## src/rtl/matmul_pkg.sv

```systemverilog
// Shared types and defaults for the matrix-multiply job arbiter and engine benches.
package matmul_pkg;

  typedef enum logic [1:0] {
    IDLE  = 2'd0,
    START = 2'd1,
    RUN   = 2'd2,
    DONE  = 2'd3
  } state_t;

  localparam int unsigned DEF_CNT_W          = 32;
  localparam int unsigned DEF_TIMEOUT_CYCLES = 1 << 20;

  // Index width for n items; never narrower than one bit.
  function automatic int unsigned id_width(input int unsigned n);
    return (n <= 1) ? 1 : $clog2(n);
  endfunction

endpackage

```

## src/rtl/matmul_job_arbiter_rr_arbiter.sv

```systemverilog
// Combinational round-robin picker: first set request at or after ptr, wrapping.
module rr_arbiter
  import matmul_pkg::*;
#(
  parameter int unsigned NUM_REQ = 4,
  parameter int unsigned ID_W    = id_width(NUM_REQ)
) (
  input  logic [NUM_REQ-1:0] req,
  input  logic [ID_W-1:0]    ptr,
  output logic               any,
  output logic [ID_W-1:0]    idx
);

  logic [2*NUM_REQ-1:0] rot;
  int unsigned          sum;

  // Rotate the request vector so bit 0 is the requester at ptr, then take the lowest set bit.
  always_comb begin
    any = 1'b0;
    idx = '0;
    sum = 0;
    rot = {req, req} >> ptr;
    for (int unsigned k = 0; k < NUM_REQ; k++) begin
      if (!any && rot[k]) begin
        any = 1'b1;
        sum = 32'(ptr) + k;
        if (sum >= NUM_REQ) sum = sum - NUM_REQ;
        idx = ID_W'(sum);
      end
    end
  end

endmodule

```

## src/rtl/matmul_job_arbiter.sv

```systemverilog
// Round-robin job arbiter sharing one matmul engine across NUM_REQ requesters.
module matmul_job_arbiter
  import matmul_pkg::*;
#(
  parameter int unsigned NUM_REQ        = 4,
  parameter int unsigned ID_W           = id_width(NUM_REQ),
  parameter int unsigned CNT_W          = DEF_CNT_W,
  parameter int unsigned TIMEOUT_CYCLES = DEF_TIMEOUT_CYCLES
) (
  input  logic               clk,
  input  logic               rst,
  input  logic [NUM_REQ-1:0] req,
  output logic [NUM_REQ-1:0] ack,
  output logic               eng_start,
  input  logic               eng_done,
  output logic               busy,
  output logic [ID_W-1:0]    grant_id,
  output logic [CNT_W-1:0]   last_cycles,
  output logic               timeout_err
);

  localparam logic [CNT_W:0] TMO = (CNT_W+1)'(TIMEOUT_CYCLES);

  state_t             state, state_n;
  logic [ID_W-1:0]    rr_ptr, ptr_n, grant_n;
  logic [CNT_W-1:0]   count, count_n, count_sat, last_n;
  logic [CNT_W:0]     count_p1;
  logic               to_flag, to_n;
  logic [NUM_REQ-1:0] ack_n;
  logic               arb_any;
  logic [ID_W-1:0]    arb_idx;

  rr_arbiter #(
    .NUM_REQ(NUM_REQ),
    .ID_W   (ID_W)
  ) u_rr (
    .req(req),
    .ptr(rr_ptr),
    .any(arb_any),
    .idx(arb_idx)
  );

  assign count_p1  = {1'b0, count} + (CNT_W+1)'(1);
  assign count_sat = (&count) ? count : count_p1[CNT_W-1:0];

  // State register.
  always_ff @(posedge clk or posedge rst) begin
    if (rst) state <= IDLE;
    else     state <= state_n;
  end

  // Next-state and next-value logic for the datapath registers.
  always_comb begin
    state_n = state;
    count_n = count;
    last_n  = last_cycles;
    to_n    = to_flag;
    grant_n = grant_id;
    ptr_n   = rr_ptr;
    unique case (state)
      IDLE: begin
        if (arb_any) begin
          grant_n = arb_idx;
          state_n = START;
        end
      end
      START: begin
        count_n = '0;
        state_n = RUN;
      end
      RUN: begin
        count_n = count_sat;
        if (eng_done) begin
          last_n  = count_sat;
          to_n    = 1'b0;
          state_n = DONE;
        end else if (count_p1 == TMO) begin
          last_n  = TMO[CNT_W-1:0];
          to_n    = 1'b1;
          state_n = DONE;
        end
      end
      DONE: begin
        ptr_n   = (grant_id == ID_W'(NUM_REQ-1)) ? '0 : grant_id + ID_W'(1);
        state_n = IDLE;
      end
      default: state_n = IDLE;
    endcase
    ack_n = '0;
    if (state_n == DONE) ack_n[grant_n] = 1'b1;
  end

  // Outputs are decoded from the next state so they appear registered in the matching cycle.
  always_ff @(posedge clk or posedge rst) begin
    if (rst) begin
      rr_ptr      <= '0;
      count       <= '0;
      to_flag     <= 1'b0;
      grant_id    <= '0;
      last_cycles <= '0;
      ack         <= '0;
      eng_start   <= 1'b0;
      busy        <= 1'b0;
      timeout_err <= 1'b0;
    end else begin
      rr_ptr      <= ptr_n;
      count       <= count_n;
      to_flag     <= to_n;
      grant_id    <= grant_n;
      last_cycles <= last_n;
      ack         <= ack_n;
      eng_start   <= (state_n == START);
      busy        <= (state_n != IDLE);
      timeout_err <= (state_n == DONE) && to_n;
    end
  end

endmodule

```

## config.mk

```make
export PLATFORM = sky130hd
export DESIGN_NAME = matmul_job_arbiter
export DESIGN_NICKNAME = d
export VERILOG_FILES = /design/src/rtl/matmul_pkg.sv /design/src/rtl/matmul_job_arbiter_rr_arbiter.sv /design/src/rtl/matmul_job_arbiter.sv
export SDC_FILE = /design/constraint.sdc
export NUM_CORES = 1
export LEC_CHECK = 0
export ABC_AREA = 1
export BUFFER_PORTS_ARGS = -buffer_cell sky130_fd_sc_hd__buf_2
export CORE_AREA = 4 4 95 97
export CTS_BUF_LIST = sky130_fd_sc_hd__clkbuf_8
export CTS_CLUSTER_DIAMETER = 150
export CTS_CLUSTER_SIZE = 10
export DETAILED_ROUTE_END_ITERATION = 10
export DIE_AREA = 0 0 99 101
export MAX_ROUTING_LAYER = met4
export PLACE_DENSITY = 0.74
export SYNTH_ARGS = -nofsm -noshare
export SYNTH_HDL_FRONTEND = slang
export SYNTH_SLANG_ARGS = --single-unit
```

## constraint.sdc

```tcl
create_clock -name clk -period 6.7 [get_ports clk]
set_clock_uncertainty 0.15 [all_clocks]
set_input_delay 1.34 -clock clk [delete_from_list [all_inputs] [get_ports clk]]
set_output_delay 1.34 -clock clk [all_outputs]
set_load 0.1 [all_outputs]
```

==> impl_metrics.yaml <==
yosys:
  yosys-top-cells-area: "dfrtp_1 45%, nand2_1 15%, nor2_1 6.8%, nand3_1 6.8%, o21ai_0 5.6%"
  ys_ff_latch: 78
  synth_cell_types: 29
  synth.avg_cell_area_um2: 7.26
  ys_seq_area_share_pct: 44.7
  netlist.area_leader.share_pct: 44.7
  syn_area_mm2: 0.00436
  synth_top_area_cell: "dfrtp_1"
  synth_cells: 601
  synth.net_count: 614
  ys_warn_count: 0
sta:
  worstMarginPinSlew_ns: 0.998
  final_hold_viol_count: 0
  relSlewSlack_pct: 33.2
  rsz0062_at_grt: "false"
  setup_viol: 0
  finalCritPeriodShare_pct: 46.6
  period_minus_slack_ns: 3.12
  setup_ws_ns: 3.58
  drv_slew: 0
  max_freq_ghz: 0.320
  hold-worst-slack_ns: 0.359
  tns_ns: 0
placement:
  placed_cells: 734
  place_area_mm2: 0.00464
  gp_congestion: 0.960
  pre_cts_ws_ns: 3.42
  io_buffers: 47
  hpwl_um: 8150
global_route:
  antenna_found_initial: 0
  grt_max_degree: 79
  grt_overflow: 0
  grt.total_usage_pct: 23.8
  grt_pass1_wl_um: 18600
  grt_pass1_vias: 3852
clock_network:
  cts_setup_buffers: 0
  cts_root_buf: "clkbuf_8"
  h-tree-depth: 3
  cts-hold-fix-buffers: 0
  cts.repair.resized: 0
  clk_pin_slew_worst_paths_ns: 0.08
  cts_tree: "yes"
  ctsLongestPathBuffers: 2
  numCtsBuffers: 9
  clock_latency_ns: 0.35
  cts_sinks: 78
worst_setup_path:
  rr_worst_depth: 14
  start_kind: "register"
  required_ns: 6.83
  cp_max_fo: 35
  path_class: "reg2reg"
  worstSetupEndpointType: "register"
  cp_data_arrival_time_ns: 3.25
floorplan:
  die_area_mm2: 0.0100
  start_util_pct: 53.7
  die_x_um: 99
  fp.coreArea_mm2: 0.00813
  num_rows: 33
  die_h_um: 101
  pin_count: 48
detailed_routing:
  vias_per_cell: 5.34
  dr.pass1.iters: 4
  drt_iter0_markers: 234
  drt-total-wl_um: 10900
  wl_per_cell_um: 14.6
  ant_nets: 0
  dr_total_vias: 4005
  drc: 0
power_and_ir_drop:
  power.total_mw: 1.59
  vdd_drop_max_mv: 0.189
  pwr_density_cell_mw_per_mm2: 327
  power_leakage_nw: 2.33
cells_and_area:
  fillCellCount: 773
  layout-drive-gt1-share_pct: 13.3
  n_antenna_cell: 0
  fin_nets: 653
  syn2layout_area_growth_pct: 11.5
  finalNonFillerCells: 750
  final_core_util_pct: 59.8
  stdcell_area_mm2: 0.00487
outcome:
  run_status: "finished, final reports clean"
flow_run:
  max_cap_viol_count: 0
min_path:
  hp-class: "reg2reg"
  hold_path_depth: 2
-- cells in the mapped netlist --
library cell,instances
nand3_2,1
and2_1,1
inv_1,55
buf_2,2
clkinv_1,1
nand3b_1,4
nor2_2,7
nand4_1,4
a21oi_1,3
buf_6,3
buf_1,4
ha_1,6
nor2_1,79
nand3_4,1
a211oi_1,1
nand2_2,6
o21ai_1,26
clkbuf_1,12
nand2_1,169
xnor2_1,2
xor2_1,6
nor3_1,3
nand3_1,59
nor2_4,4
nand2_4,1
or2_2,1
o21ai_0,49
o22ai_1,13
dfrtp_1,78
-- kinds of logic after synthesis --
kind of cell	share of synthesized area (%)
and+or+nand+nor	33.8
AOI/OAI and AO/OA	11.0
DFF	44.7
buffers and inverters	7.20
xor gates and xnor gates	1.61
adders and majority gates	1.72
-- where the power goes --
group | internal, mW | total (mW) | switching [mW]
registers | 0.519 | 0.557 | 0.0377
logic | 0.116 | 0.641 | 0.525
clock network | 0.219 | 0.396 | 0.176
-- worst paths after layout --
kind / to / start / slack, ns
setup / recovery: ack[3] / state[0] / 3.58
hold / removal: last_cycles[26] / last_cycles[26] / 0.36
setup reg to reg: ack[3] / state[0] / 3.58
hold reg to reg: last_cycles[26] / last_cycles[26] / 0.36
max in group asynchronous: last_cycles[12] / rst / 4.64
min in group asynchronous: last_cycles[4] / rst / 1.11
-- cell type report --
| cell class | instances | area (um2) | area share (%) |
|---|---|---|---|
| clock inverter | 6 | 86.3 | 1.77 |
| timing repair buffer | 49 | 250 | 5.14 |
| sequential | 78 | 1950 | 40.1 |
| multi-input combinational | 446 | 2100 | 43.1 |
| clock buffer | 10 | 138 | 2.83 |
| inverter | 56 | 210 | 4.32 |
| tap | 105 | 131 | 2.70 |
-- registers in the layout, indices dropped and copies added (netlist names) --
| register | count |
|---|---|
| eng_start | 1 |
| ack | 4 |
| grant_id | 2 |
| state | 2 |
| to_flag | 1 |
| timeout_err | 1 |
| last_cycles | 32 |
| rr_ptr | 2 |
| busy | 1 |
| count | 32 |
-- per-layer routing --
layer | wire [um] | track usage, % | share of wire (%) | vias to the layer above
met3 | 560 | 4.29 | 5.1 | 13
met1 | 5110 | 32.2 | 47 | 1887
li1 | - | - | - | 2019
met5 | 0 | - | 0 | -
met4 | 124 | 5.57 | 1.1 | 0
met2 | 5120 | 37.6 | 47 | 86
-- critical path, stage by stage (launching register included) --
cell and delay, ns:
dfrtp_1 0.40, inv_1 0.12, ha_1 0.66, inv_1 0.15, nor2_1 0.13, nand3_1 0.08, nor2_1 0.09, nand3_1 0.08
nor2_1 0.10, nand2_1 0.05, nor2_1 0.17, nand3_4 0.39, nand2_2 0.19, nand3_2 0.12, nor2_1 0.15
-- layout by cell type (no fill, tap or decap), types with 2 or more instances in the layout --
cell,count
nand2_1,169
nor2_1,79
dfrtp_1,78
nand3_1,59
inv_1,55
o21ai_0,49
buf_2,47
o21ai_1,26
o22ai_1,13
clkbuf_8,10
nor2_2,7
nand2_2,6
xor2_1,6
ha_1,6
nor2_4,4
nand3b_1,4
nand4_1,4
nor3_1,3
a21oi_1,3
xnor2_1,2
bufinv_16,2
clkinv_4,2
buf_4,2
Note: power is estimated with default switching activity, not from simulation.
